File: config.mk
export PLATFORM = sky130hd
export DESIGN_NAME = loot_field_controller
export DESIGN_NICKNAME = d
export VERILOG_FILES = /design/src/rtl/loot_field_controller.sv
export SDC_FILE = /design/constraint.sdc
export NUM_CORES = 1
export LEC_CHECK = 0
export ABC_AREA = 1
export BUFFER_PORTS_ARGS = -buffer_cell sky130_fd_sc_hd__clkbuf_2
export CAP_MARGIN = 10
export CORE_ASPECT_RATIO = 2
export CORE_UTILIZATION = 61
export CTS_BUF_LIST = sky130_fd_sc_hd__clkbuf_8 sky130_fd_sc_hd__clkbuf_16
export DETAILED_ROUTE_END_ITERATION = 10
export PLACE_DENSITY = 0.9
export SLEW_MARGIN = 20
export SYNTH_ARGS = -nofsm -noshare
export SYNTH_HDL_FRONTEND = slang
export SYNTH_SLANG_ARGS = --single-unit
File: constraint.sdc
create_clock -name clk -period 8.6 [get_ports clk]
set_input_delay 0 -clock clk [delete_from_list [all_inputs] [get_ports clk]]
set_output_delay 0 -clock clk [all_outputs]
set_load 0.005 [all_outputs]
File: src/rtl/loot_field_controller.sv
// Loot slot table: LFSR/preload spawn, per-pixel hit lookup and hook grab removal.
// Pixel outputs, grab response and loot count are all registered (1-cycle latency).
module loot_field_controller #(
  parameter int          NUM_SLOTS = 8,
  parameter int          TILE_BITS = 5,
  parameter int          FIELD_X0  = 64,
  parameter int          FIELD_Y0  = 160,
  parameter logic [15:0] LFSR_SEED = 16'hACE1
) (
  input  logic        clk,
  input  logic        resetN,
  input  logic [10:0] pixelX,
  input  logic [10:0] pixelY,
  input  logic        level_start,
  input  logic        load_en,
  input  logic [2:0]  load_idx,
  input  logic [10:0] load_x,
  input  logic [10:0] load_y,
  input  logic [2:0]  load_type,
  input  logic        grab_req,
  input  logic [10:0] grab_x,
  input  logic [10:0] grab_y,
  output logic [2:0]  loot_type,
  output logic [10:0] offsetX,
  output logic [10:0] offsetY,
  output logic        InsideRectangle,
  output logic        grab_ack,
  output logic [2:0]  grabbed_type,
  output logic [3:0]  loot_remaining,
  output logic        field_ready
);

  typedef enum logic [1:0] {IDLE = 2'd0, SPAWN = 2'd1, READY = 2'd2} state_t;

  localparam logic [10:0] TILE = 11'(1 << TILE_BITS);

  state_t      state_q, state_d;
  logic [2:0]  cnt_q, cnt_d;
  logic [15:0] lfsr_q, lfsr_d;

  logic [2:0]  slot_t_q [NUM_SLOTS];
  logic [2:0]  slot_t_d [NUM_SLOTS];
  logic [10:0] slot_x_q [NUM_SLOTS];
  logic [10:0] slot_x_d [NUM_SLOTS];
  logic [10:0] slot_y_q [NUM_SLOTS];
  logic [10:0] slot_y_d [NUM_SLOTS];

  logic [2:0]  loot_type_q;
  logic [10:0] offx_q, offy_q;
  logic        inside_q;
  logic        grab_ack_q;
  logic [2:0]  grabbed_type_q;
  logic [3:0]  remain_q, remain_d;

  logic [10:0] p_dx [NUM_SLOTS];
  logic [10:0] p_dy [NUM_SLOTS];
  logic [10:0] g_dx [NUM_SLOTS];
  logic [10:0] g_dy [NUM_SLOTS];
  logic [NUM_SLOTS-1:0] p_hit, g_hit;

  logic        p_any, g_any;
  logic [2:0]  p_type, g_type, g_idx;
  logic [10:0] p_offx, p_offy;
  logic        grab_acc;
  logic [10:0] spawn_x, spawn_y;
  logic [2:0]  spawn_t;

  assign lfsr_d = {lfsr_q[14:0], lfsr_q[15] ^ lfsr_q[13] ^ lfsr_q[12] ^ lfsr_q[10]};

  // Unsigned 11-bit differences: points above/left of a slot wrap high and miss.
  always_comb begin
    for (int i = 0; i < NUM_SLOTS; i++) begin
      p_dx[i]  = pixelX - slot_x_q[i];
      p_dy[i]  = pixelY - slot_y_q[i];
      g_dx[i]  = grab_x - slot_x_q[i];
      g_dy[i]  = grab_y - slot_y_q[i];
      p_hit[i] = (slot_t_q[i] != 3'd0) && (p_dx[i] < TILE) && (p_dy[i] < TILE);
      g_hit[i] = (slot_t_q[i] != 3'd0) && (g_dx[i] < TILE) && (g_dy[i] < TILE);
    end
  end

  // Scan from the top so the lowest-index hit is the last one assigned.
  always_comb begin
    p_any  = 1'b0;
    p_type = 3'd0;
    p_offx = 11'd0;
    p_offy = 11'd0;
    g_any  = 1'b0;
    g_type = 3'd0;
    g_idx  = 3'd0;
    for (int i = NUM_SLOTS - 1; i >= 0; i--) begin
      if (p_hit[i]) begin
        p_any  = 1'b1;
        p_type = slot_t_q[i];
        p_offx = p_dx[i];
        p_offy = p_dy[i];
      end
      if (g_hit[i]) begin
        g_any  = 1'b1;
        g_type = slot_t_q[i];
        g_idx  = 3'(i);
      end
    end
  end

  always_comb begin
    state_d = state_q;
    cnt_d   = cnt_q;
    unique case (state_q)
      IDLE, READY: begin
        if (level_start) begin
          state_d = SPAWN;
          cnt_d   = 3'd0;
        end
      end
      SPAWN: begin
        if (cnt_q == 3'(NUM_SLOTS - 1)) state_d = READY;
        else                            cnt_d   = cnt_q + 3'd1;
      end
      default: state_d = IDLE;
    endcase
  end

  assign grab_acc = (state_q == READY) && grab_req && !level_start && !grab_ack_q;

  assign spawn_x = 11'(FIELD_X0) + {2'b00, lfsr_q[8:0]};
  assign spawn_y = 11'(FIELD_Y0) + {3'b000, lfsr_q[15:9], 1'b0};
  assign spawn_t = lfsr_q[10] ? 3'd1 : 3'd2;

  // Grab clear is applied after the load write so it wins on a shared slot.
  always_comb begin
    for (int i = 0; i < NUM_SLOTS; i++) begin
      slot_t_d[i] = slot_t_q[i];
      slot_x_d[i] = slot_x_q[i];
      slot_y_d[i] = slot_y_q[i];
      if (state_q == SPAWN) begin
        if (cnt_q == 3'(i)) begin
          slot_t_d[i] = spawn_t;
          slot_x_d[i] = spawn_x;
          slot_y_d[i] = spawn_y;
        end
      end else if (load_en && (load_idx == 3'(i))) begin
        slot_t_d[i] = load_type;
        slot_x_d[i] = load_x;
        slot_y_d[i] = load_y;
      end
      if (grab_acc && g_any && (g_idx == 3'(i))) slot_t_d[i] = 3'd0;
    end
  end

  always_comb begin
    remain_d = 4'd0;
    for (int i = 0; i < NUM_SLOTS; i++) begin
      if (slot_t_q[i] != 3'd0) remain_d = remain_d + 4'd1;
    end
  end

  always_ff @(posedge clk or negedge resetN) begin
    if (!resetN) begin
      state_q        <= IDLE;
      cnt_q          <= 3'd0;
      lfsr_q         <= LFSR_SEED;
      loot_type_q    <= 3'd0;
      offx_q         <= 11'd0;
      offy_q         <= 11'd0;
      inside_q       <= 1'b0;
      grab_ack_q     <= 1'b0;
      grabbed_type_q <= 3'd0;
      remain_q       <= 4'd0;
      for (int i = 0; i < NUM_SLOTS; i++) begin
        slot_t_q[i] <= 3'd0;
        slot_x_q[i] <= 11'd0;
        slot_y_q[i] <= 11'd0;
      end
    end else begin
      state_q        <= state_d;
      cnt_q          <= cnt_d;
      lfsr_q         <= lfsr_d;
      loot_type_q    <= p_type;
      offx_q         <= p_offx;
      offy_q         <= p_offy;
      inside_q       <= p_any;
      grab_ack_q     <= grab_acc;
      grabbed_type_q <= grab_acc ? g_type : 3'd0;
      remain_q       <= remain_d;
      for (int i = 0; i < NUM_SLOTS; i++) begin
        slot_t_q[i] <= slot_t_d[i];
        slot_x_q[i] <= slot_x_d[i];
        slot_y_q[i] <= slot_y_d[i];
      end
    end
  end

  assign loot_type       = loot_type_q;
  assign offsetX         = offx_q;
  assign offsetY         = offy_q;
  assign InsideRectangle = inside_q;
  assign grab_ack        = grab_ack_q;
  assign grabbed_type    = grabbed_type_q;
  assign loot_remaining  = remain_q;
  assign field_ready     = (state_q == READY);

endmodule

After elaboration in Yosys (flattened, before gate mapping)
Cells that the tools add are included.

$mul: 0. Div/mod/pow operators: 0. Shift operators: 0. $lt $le $gt $ge: 32. Reductions and logical operators: 102. Bitwise gates (word level): 3. Equality and inequality tests: 41. Muxes and demuxes: 152. Add/subtract/negate cells: 42.

Operators with widths (number): $mux W11 (64); $lt A11 B6 Y1 const B (32); $sub A11 B11 Y11 (32); $mux W3 (59); $logic_and A1 B1 Y1 (52); $reduce_bool A3 Y1 (16); $eq A3 B3 Y1 const B (12); $reduce_and A2 Y1 (17); $add A4 B1 Y4 const B (7); $mux W4 (7); $ne A3 B1 Y1 const B (7); $eq A3 B2 Y1 const B (6); $reduce_bool A2 Y1 (9); $mux W1 (17); $ne A2 B1 Y1 const B (7); $add A7 B9 Y10 const A (1); $add A8 B8 Y9 const A (1); $eq A3 B1 Y1 const B (3); $logic_not A3 Y1 (3); $mux W2 (3); $ne A2 B2 Y1 const B (3); $pmux W3 S2 (1); $pmux W2 S2 (1); $add A3 B1 Y3 const B (1); 8 further kinds (11).

Memories kept: 0. Bits in registers: 255. Word-level logic and storage cells: 406. Memory bits (read-only): 0. Latch bits: 0. Output and inout port bits: 35. Bits in writable memories: 0.

Longest topological paths before layout
Gate-level depths: netlist of the first run.

Depth in word-level cells: 16. Depth in mapped cells: 25. Depth with buffers taken out: 25.

Worst setup path after synthesis of the first run
No wires, ideal clock.

Kind: register to register. From: reg slot_t_q[23] in the netlist's numbering. To: reg remain_q[1], in the netlist loot_remaining[1]. Slack: 4.952 ns. Arrival: 3.531 ns. Clock period less this slack: 3.648 ns. Setup time: 0.117 ns. Path buffers: 0. Data required time: 8.483 ns. Cell stages (with the launch flop): 22. Cell sequence: dfrtp_1 nor3_1 inv_1 ha_1 or2_1 nand2_2 inv_1 ha_1 nand2_1 nand2_1 ha_1 inv_1 o21ai_1 ha_1 nand2_1 o21ai_2 ha_1 inv_1 o21ai_0 ha_1 nand2_1 nand2_1.

Word-level cells in the longest chain between the ends: 16.

Ends and longest elaborated chain: from (decl) (RTL line 41) `logic [2:0] slot_t_q [NUM_SLOTS];`; from (signal, indexed assignment) (RTL line 187) `slot_t_q[i] <= slot_t_d[i];`; $reduce_bool A3 Y1 * (RTL line 154) `if (slot_t_q[i] != 3'd0) remain_d = remain_d + 4'd1;`; $mux W1 * (RTL line 154); $add A4 B1 Y4 (RTL line 154); $mux W4 * (RTL line 154); $add A4 B1 Y4 (RTL line 154); $mux W4 * (RTL line 154); $add A4 B1 Y4 (RTL line 154); $mux W4 * (RTL line 154); $add A4 B1 Y4 (RTL line 154); $mux W4 * (RTL line 154); $add A4 B1 Y4 (RTL line 154); $mux W4 * (RTL line 154); $add A4 B1 Y4 (RTL line 154); $mux W4 * (RTL line 154); $add A4 B1 Y4 (RTL line 154); $mux W4 * (RTL line 154); via remain_d[1] (RTL line 53) `logic [3:0] remain_q, remain_d;`; to (signal assigned) (RTL line 185) `remain_q <= remain_d;`; to (decl) (RTL line 53).

The timed path passes the listed nets; every way through them passes the cells marked *. A chain may end at the register's enable or synchronous reset.

Final worst setup path of the first run
From: reg slot_t_q[23] in the netlist's numbering. To: reg remain_q[2], in the netlist loot_remaining[2].

The elaborated chain is that of the path after synthesis.

==> metrics, run 1 <==
Worst EP required 9.09 ns; CTS max path bufs 3; number of synthesized flops with an enable pin 0; Yosys cell types 57; crit end category flop; Post-Syn Area per Cell 6.39 um2; routability cong. 1.08; Min Hold Slack -0.0214 ns; Max Clk Rate 237 MHz; die area 47200 um2; via count 30.6k; post-cts gate resize count 0; post-CTS setup buffer count 0; root buffer cell clkbuf_16; Detailed Route WL 112000 um; share of cells above drive strength 1 6.70%; Power per Cell Area 383 nW/um2; Final HPWL DP 84400 um; pins over their slew limit 0; Buf/Inv on CP 4; Worst EP arrival 4.71 ns; final period utilization 49.0%; # DRC 0; DR iter-0 viols 2499; slowest CP cell dfrtp_1; RSZ-0062 raised after global routing false; clk_skew 0.0135 ns; Ports 112; Initial Util 61.7%; Die H 306 um; final worst path period need 4.22 ns; Vias/cell 5.99; first-pass GRT wire length 166000 um; crit-path max cell delay 0.41 ns; async set-reset flop share out of synthesis 100%; FF+latch count, synth 255; Final Hold Fails 21; CP Class reg2reg; Die Width 154 um; Worst-Margin Slew 1.21 ns; Hold/Removal Path Class in2async; failing checks negative hold slack; Post-Syn Area 28300 um2; sequential area share after synthesis 22.6%; CTS H-Tree Depth 1; core footprint 45800 um2; number of global-route vias before repair 30.3k; RR Startpoint slot_t_q[23]; max_cap viols 0; Cells after Synth 4420; worst skew pair latency 0.58 ns; port bufs 111; Final Setup Violations 0; reg-to-reg endpoint loot_remaining[2]; grt total ovfl 0; worst path cell trace nor3_1 > inv_1 > ha_1 > or2_1 > nand2_2 > inv_1 > ha_1 > nand2_1 > nand2_1 > ha_1 > inv_1 > o21ai_1 > ha_1 > nand2_1 > o21ai_2 > ha_1 > inv_1 > o21ai_0 > ha_1 > nand2_1 > xnor2_1; Global Route Usage Sum 47.7%; CP Max Fanout 4; slew margin rel. 18.7%; TritonCTS clock tree done; DRT Pass-1 Iters 8; Routed Antenna Nets 0; VDD IR max 0.329 mV; CTS buffer count 26; Num Clock Sinks 255; P&R area growth vs syn 7.74%; DR WL/cell 21.9 um; R2R Setup Slk 4.38 ns; Yosys warnings 0; antenna violations before repair 5; Final nets 4942; largest net degree at the start of global routing 75; CP delay by family, top adder cells; CTS clk-pin slew, worst paths 0.07 ns; status complete, but fails checks; Top FF cell, synth dfrtp_1; leakage 0.0169 uW; startpoint types flop; Reg2Reg Depth 21; Site Rows 111; setup_tns 0 ns; most used cell, CP ha_1
[cell families after synthesis]
| family | share of synthesized area, % |
|---|---|
| AO/OA/AOI/OAI | 11.5 |
| multiplexers | 0.996 |
| AND/OR/NAND/NOR | 33.3 |
| XOR/XNOR | 4.64 |
| adder cells (fa/ha/maj) | 15.3 |
| other | 0.0133 |
| buffers and inverters | 11.7 |
| flip-flops | 22.6 |
[placed cells by master, fill, tap and decap left out, drive strengths merged, types with 18 or more instances in the layout]
cell       n
inv      798
a21oi    190
nor3      43
buf       21
xor2     104
a31oi     34
nand2   1412
nand4    127
nand3    287
o21ai    284
clkbuf   140
ha       319
nor2     303
mux2      25
nand3b    21
dfrtp    247
xnor2     41
a21o      18
o21bai    30
[timing repair]
action,in CTS,in global routing
setup endpoints to repair,0,0
hold buffers,6,0
endpoints found under the hold margin,89,0
[Yosys cell counts, types with 10 or more instances]
cell	number	area share, %
nand2_1	1395	19
inv_1	784	10
ha_1	319	14
nor2_1	290	3.9
nand3_1	277	4.9
o21ai_0	251	4.4
dfrtp_1	247	22
a21oi_1	179	3.2
nand4_1	121	2.7
xor2_1	100	3.1
clkbuf_1	41	0.54
xnor2_1	41	1.3
nor3_1	38	0.67
a31oi_1	34	0.75
o21ai_1	29	0.51
o21bai_1	29	0.77
mux2_2	25	1.0
nand3b_1	21	0.56
a21o_1	18	0.48
nand2_2	17	0.38
fa_1	16	1.1
buf_2	13	0.23
inv_2	10	0.13
nand3_2	10	0.35
[registers in the layout, indices dropped and copies added, names as in the netlist]
| register | count |
|---|---|
| loot_remaining | 4 |
| InsideRectangle | 1 |
| offsetY | 11 |
| offsetX | 11 |
| loot_type | 3 |
| slot_x_q | 88 |
| slot_t_q | 24 |
| grabbed_type | 3 |
| state_q | 2 |
| grab_ack | 1 |
| cnt_q | 3 |
| lfsr_q | 16 |
| slot_y_q | 88 |
[worst max path at each step]
| stage | startpoint | to | cells past startpoint |
|---|---|---|---|
| 2_1_floorplan | slot_t_q[23] | loot_remaining[1] | 21 |
| 6_report | slot_t_q[23] | loot_remaining[2] | 21 |
| 5_1_grt | slot_t_q[23] | loot_remaining[2] | 21 |
| 3_5_place_dp | slot_t_q[23] | loot_remaining[2] | 21 |
| 3_3_place_gp | slot_t_q[23] | loot_remaining[1] | 21 |
| 4_1_cts | slot_t_q[23] | loot_remaining[2] | 21 |
[stage by stage]
| step | power [uW] | util [%] | setup slack, ns | std cells | instance area [um2] |
|---|---|---|---|---|---|
| 3_5_place_dp | 9830 | 64.2 | 4.52 | 5060 | 29400 |
| 5_1_grt | 12400 | 66.4 | 4.04 | 5116 | 30400 |
| 4_1_cts | 11200 | 66.4 | 4.42 | 5114 | 30400 |
| 6_report | 11700 | 66.4 | 4.38 | 5116 | 30400 |
| 3_3_place_gp | 9670 | 64.2 | 4.59 | 5060 | 29400 |
| 2_1_floorplan | 7390 | - | 4.95 | 4431 | 28300 |
[power breakdown]
part / leakage (uW) / switching [uW] / total, uW / internal [uW]
sequential: 0.00327 / 262 / 1900 / 1640
combinational: 0.0132 / 5860 / 8440 / 2580
clock: 0.000470 / 570 / 1320 / 751
[layout make-up]
type | count | area (um2)
Antenna cell | 1 | 2.50
Clock buffer | 30 | 717
Clock inverter | 18 | 234
Fill cell | 4201 | 15400
Inverter | 796 | 2990
Multi-Input combinational cell | 3314 | 18600
Sequential cell | 255 | 6390
Tap cell | 565 | 707
Timing Repair Buffer | 137 | 788
[layer usage]
layer / routed length (um) / GRT usage [%] / vias up
met5: 57 / 0 / -
met4: 15300 / 56.6 / 8
met3: 10500 / 10.8 / 755
met2: 52400 / 80.2 / 1664
met1: 33900 / 44.2 / 13886
li1: - / - / 14318
(Power assumes the default switching activity.)
==> run 2: changes to the inputs <==
--- a/config.mk
+++ b/config.mk
@@ -5,11 +5,11 @@
 export SDC_FILE = /design/constraint.sdc
 export NUM_CORES = 1
 export LEC_CHECK = 0
-export ABC_AREA = 1
+export ABC_AREA = 0
 export BUFFER_PORTS_ARGS = -buffer_cell sky130_fd_sc_hd__clkbuf_2
 export CAP_MARGIN = 10
 export CORE_ASPECT_RATIO = 2
-export CORE_UTILIZATION = 61
+export CORE_UTILIZATION = 58
 export CTS_BUF_LIST = sky130_fd_sc_hd__clkbuf_8 sky130_fd_sc_hd__clkbuf_16
 export DETAILED_ROUTE_END_ITERATION = 10
 export PLACE_DENSITY = 0.9
==> constraint.sdc (replaced) <==
create_clock -name clk -period 3.5 [get_ports clk]
set_input_delay 0 -clock clk [delete_from_list [all_inputs] [get_ports clk]]
set_output_delay 0 -clock clk [all_outputs]
set_load 0.005 [all_outputs]
==> run 2 against run 1 <==
  * The run now fails in 5_1_grt
  * Area after synthesis is 15% lower
  * Synthesized cell count down 33%
==> metrics, run 2 <==
number of synthesized flops with an enable pin 0; post-synthesis compound-gate area fraction 25.7%; root buffer cell clkbuf_16; Post-Syn Area per Cell 8.20 um2; Cells after Synth 2944; first-pass GRT wire length 187000 um; Die Width 146 um; Die H 290 um; pre-CTS setup slack -0.389 ns; largest net degree at the start of global routing 116; routability cong. 1.21; number of global-route vias before repair 29.6k; CTS H-Tree Depth 1; Top FF cell, synth dfrtp_1; Synth Area in XOR/XNOR 4.16%; CTS buffer count 27; Fail Step 5_1_grt; Final HPWL DP 92100 um; Ports 112; largest family of logic cells by synthesized area compound AO/OA/AOI/OAI gates; port bufs 111; FF+latch count, synth 255; Global Route Usage Sum 60.4%; placed cells 4004; Yosys cell types 92; Num Clock Sinks 255; share of the synthesized area in the top cell type 25.6%; top-count cell post-synth nor2_1; Site Rows 105; dpl cell area 29000 um2; Post-Synth Simple-Gate Area 18.1%; sequential area share after synthesis 26.5%; top post-synthesis cells by area dfrtp_1 26%, ha_1 17%, a21oi_1 6.5%; status stopped before the end; grt total ovfl 9; Post-Synth Adder-Cell Area 17.9%; CTS max path bufs 3; async set-reset flop share out of synthesis 100%; Post-Syn Area 24100 um2; synth cell count leaders 332 x nor2_1, 319 x ha_1, 315 x a21oi_1, 258 x inv_1, 247 x dfrtp_1; fraction of synthesized area in multiplexers 2.43%; Synth area leader dfrtp_1; Yosys warnings 0; Initial Util 58.9%; Error [ERROR GRT-0116] Global routing finished with congestion. Check the congestion regions in the DRC Viewer.
-- run 2: cell types whose count changed after synthesis, moves of 29 or more --
cell      before  now
nand4_1      121   20
nor3_1        38   67
o21ai_1       29    0
nor2b_1        0   42
nand2_1     1395  170
inv_1        784  258
mux2i_1        0   44
nand3_1      277   45
nor2_1       290  332
o21ai_0      251  212
a211oi_1       1   37
a21oi_1      179  315
nand2b_1       3   75
xor2_1       100   54
-- run 2: per-stage QoR --
step                hold WS (ns)  setup TNS (ns)
CTS                       0.0114           -1.99
detailed placement         0.157           -6.57
global placement           0.145           -4.77
floorplan                 -0.296          -0.460
-- run 2: routing by layer --
metal	GRT overflow	GRT usage [%]
met5	0	3.26
met4	1	67.5
met3	0	31.2
met2	8	87.2
met1	0	58.1
-- run 2: cell families after synthesis --
kind of cell	after synthesis
flip-flops	255
multiplexers	57
buffers and inverters	324
other	1
AND/OR/NAND/NOR	899
AO/OA/AOI/OAI	960
XOR/XNOR	113
adder cells (fa/ha/maj)	335
-- run 2: what timing repair did --
action                                  4_1_cts
gates resized for setup                     123
setup buffers                                19
pin swaps                                    58
hold buffers                                 27
endpoints found under the setup margin       30
cloned                                        0
endpoints found under the hold margin       209
==> run 3: changes to the inputs <==
--- a/config.mk
+++ b/config.mk
@@ -8,11 +8,9 @@
 export ABC_AREA = 0
 export BUFFER_PORTS_ARGS = -buffer_cell sky130_fd_sc_hd__clkbuf_2
 export CAP_MARGIN = 10
-export CORE_ASPECT_RATIO = 2
-export CORE_UTILIZATION = 58
-export CTS_BUF_LIST = sky130_fd_sc_hd__clkbuf_8 sky130_fd_sc_hd__clkbuf_16
+export CORE_UTILIZATION = 40
 export DETAILED_ROUTE_END_ITERATION = 10
-export PLACE_DENSITY = 0.9
+export PLACE_DENSITY_LB_ADDON = 0.15
 export SLEW_MARGIN = 20
 export SYNTH_ARGS = -nofsm -noshare
 export SYNTH_HDL_FRONTEND = slang
==> constraint.sdc (replaced) <==
create_clock -name clk -period 4.5 [get_ports clk]
set_input_delay 0 -clock clk [delete_from_list [all_inputs] [get_ports clk]]
set_output_delay 0 -clock clk [all_outputs]
set_load 0.005 [all_outputs]
==> run 3 against run 2 <==
  * The flow now finishes, with violations (design-rule violations)
  * Synthesized cell count unchanged
  * Area after synthesis unchanged
==> metrics, run 3 <==
core footprint 59400 um2; Ports 112; antenna violations before repair 11; Num Clock Sinks 255; CP Max Fanout 4; Gate power share 68.0%; number of global-route vias before repair 22.9k; Net Sw Frac 50.4%; dpl cell area 26300 um2; sequential area share after synthesis 26.5%; crit end category flop; status complete, but fails checks; Final nets 3563; number of synthesized flops with an enable pin 0; CTS H-Tree Depth 2; async set-reset flop share out of synthesis 100%; Max Clk Rate 236 MHz; Site Rows 89; Worst EP required 4.94 ns; post-CTS setup buffer count 0; CTS max path bufs 3; CTS buffer count 36; FF+latch count, synth 255; max_cap viols 0; VDD IR max 0.471 mV; synth cell count leaders 332 x nor2_1, 319 x ha_1, 315 x a21oi_1, 258 x inv_1, 247 x dfrtp_1; Synth area leader dfrtp_1; Die H 248 um; most common cell after layout, fill and taps aside nor2_1; Cells after Synth 2944; Power per Cell Area 776 nW/um2; CP Class reg2reg; Yosys warnings 0; Worst EP arrival 4.67 ns; DR WL/cell 27.4 um; failing checks design-rule violations; Post-Syn Area per Cell 8.20 um2; most frequent cells in the layout 332 x nor2_1, 319 x ha_1, 307 x a21oi_1, 258 x inv_1, 247 x dfrtp_1; setup_tns 0 ns; CTS clk-pin slew, worst paths 0.07 ns; Psw 10800 uW; top post-synthesis cells by area dfrtp_1 26%, ha_1 17%, a21oi_1 6.5%; Final Setup Violations 0; root buffer cell clkbuf_16; top-count cell post-synth nor2_1; die area 61300 um2; largest net degree at the start of global routing 88; P&R area growth vs syn 14.7%; Worst-Margin Slew 1.18 ns; final period utilization 94.1%; Global Route Usage Sum 35.1%; Post-Syn Area 24100 um2; final instance area 27700 um2; via count 24.4k; worst skew pair latency 0.57 ns; Initial Util 40.7%; TritonCTS clock tree done; routability cong. 0.987; clk_skew 0.0232 ns; Clock power frac 13.9%; Die Width 248 um; Vias/cell 6.15; leakage 0.0129 uW; DRT Pass-1 Iters 11; biggest registers after layout slot_x_q x88, slot_y_q x88, slot_t_q x24; pins over their slew limit 0; Routed Antenna Nets 0; share of cells above drive strength 1 11.4%; slew margin rel. 20.0%; RSZ-0062 raised after global routing false; Final HPWL DP 82900 um; first-pass GRT wire length 154000 um; share of the synthesized area in the top cell type 25.6%; Yosys cell types 92; grt total ovfl 0; port bufs 111; final worst path period need 4.23 ns; startpoint types flop; Hold/Removal Path Class in2async; cell internal pwr 10600 uW; # DRC 4; Detailed Route WL 108000 um; Top FF cell, synth dfrtp_1; Seq pwr share 18.1%; Final Hold Fails 0; DR iter-0 viols 2231
## run 3: cell counts after synthesis
No cell type changed its count.
## run 3: repair_timing
item,CTS,global route
endpoints found under the hold margin,135,1
hold buffers,15,1
gates resized for setup,0,0
## run 3: through the flow
| stage | worst slack, ns | cells | hold slack, ns | power, uW | util (%) |
|---|---|---|---|---|---|
| detailed placement | 0.309 | 3870 | 0.0674 | 18100 | 44.3 |
| CTS | 0.271 | 3951 | 0.00639 | 21200 | 46.6 |
| floorplan | 0.471 | 2955 | -0.296 | 13800 | - |
| finish | 0.268 | 3960 | 0.00579 | 21500 | 46.6 |
| global placement | 0.302 | 3870 | 0.0608 | 17800 | 44.3 |
| global route | 0.0450 | 3952 | 0.0128 | 23100 | 46.6 |
## run 3: critical path, stage by stage, from the launching register on
cell	delay, ns
dfrtp_1	0.41
nor3_1	0.26
inv_1	0.07
ha_1	0.31
xor2_1	0.26
ha_1	0.28
mux2_2	0.29
ha_1	0.31
nand2_1	0.07
nand2_1	0.10
ha_1	0.30
mux2_2	0.31
ha_1	0.32
mux2_2	0.28
ha_1	0.28
mux2_2	0.26
## run 3: area by class of cell
| class | instances | area (um2) |
|---|---|---|
| antenna | 8 | 20.0 |
| inverter | 258 | 968 |
| timing repair buffer | 224 | 1490 |
| fill | 5868 | 31700 |
| tap | 773 | 967 |
| clock buffer | 47 | 1010 |
| sequential | 255 | 6390 |
| multi-input combinational | 2376 | 16700 |
| clock inverter | 19 | 180 |
## run 3: power groups by stage
stage	Sequential, uW	Clock, uW	Combinational (uW)
3_5_place_dp	3910	0	14200
6_report	3890	2990	14600
3_3_place_gp	3870	0	13900
2_1_floorplan	3710	0	10100
4_1_cts	3870	3040	14300
5_1_grt	3990	3110	16000
## run 3: final timing paths
| kind | start | to | slack (ns) | depth (start not counted) |
|---|---|---|---|---|
| max reg2reg | slot_t_q[20] | loot_remaining[1] | 0.27 | 15 |
| min in group clk | load_y[5] | slot_y_q[60] | 0.03 | 4 |
| max | slot_t_q[20] | loot_remaining[1] | 0.27 | 15 |
| min reg2reg | lfsr_q[5] | lfsr_q[6] | 0.37 | 0 |
| max in group asynchronous | resetN | offsetY[0] | 3.22 | 3 |
| min | resetN | loot_remaining[0] | 0.006 | 2 |
## run 3: kinds of logic (layout without fill, tap and decap cells)
logic type | after synthesis | after routing | share of synthesized area (%)
adder cells (fa/ha/maj) | 335 | 335 | 17.9
AO/OA/AOI/OAI | 960 | 960 | 25.7
flip-flops | 255 | 255 | 26.5
other | 1 | 20 | 0.0155
XOR/XNOR | 113 | 113 | 4.16
AND/OR/NAND/NOR | 899 | 899 | 18.1
multiplexers | 57 | 57 | 2.43
buffers and inverters | 324 | 548 | 5.15
## run 3: layer usage
metal  routed length (um)  up-vias  track usage [%]
met5                   25        -                0
met2                47500     1130             54.4
met3                 9840      230             7.81
met1                45200    11837             45.8
li1                     -    11171                -
met4                 5910        4             17.7
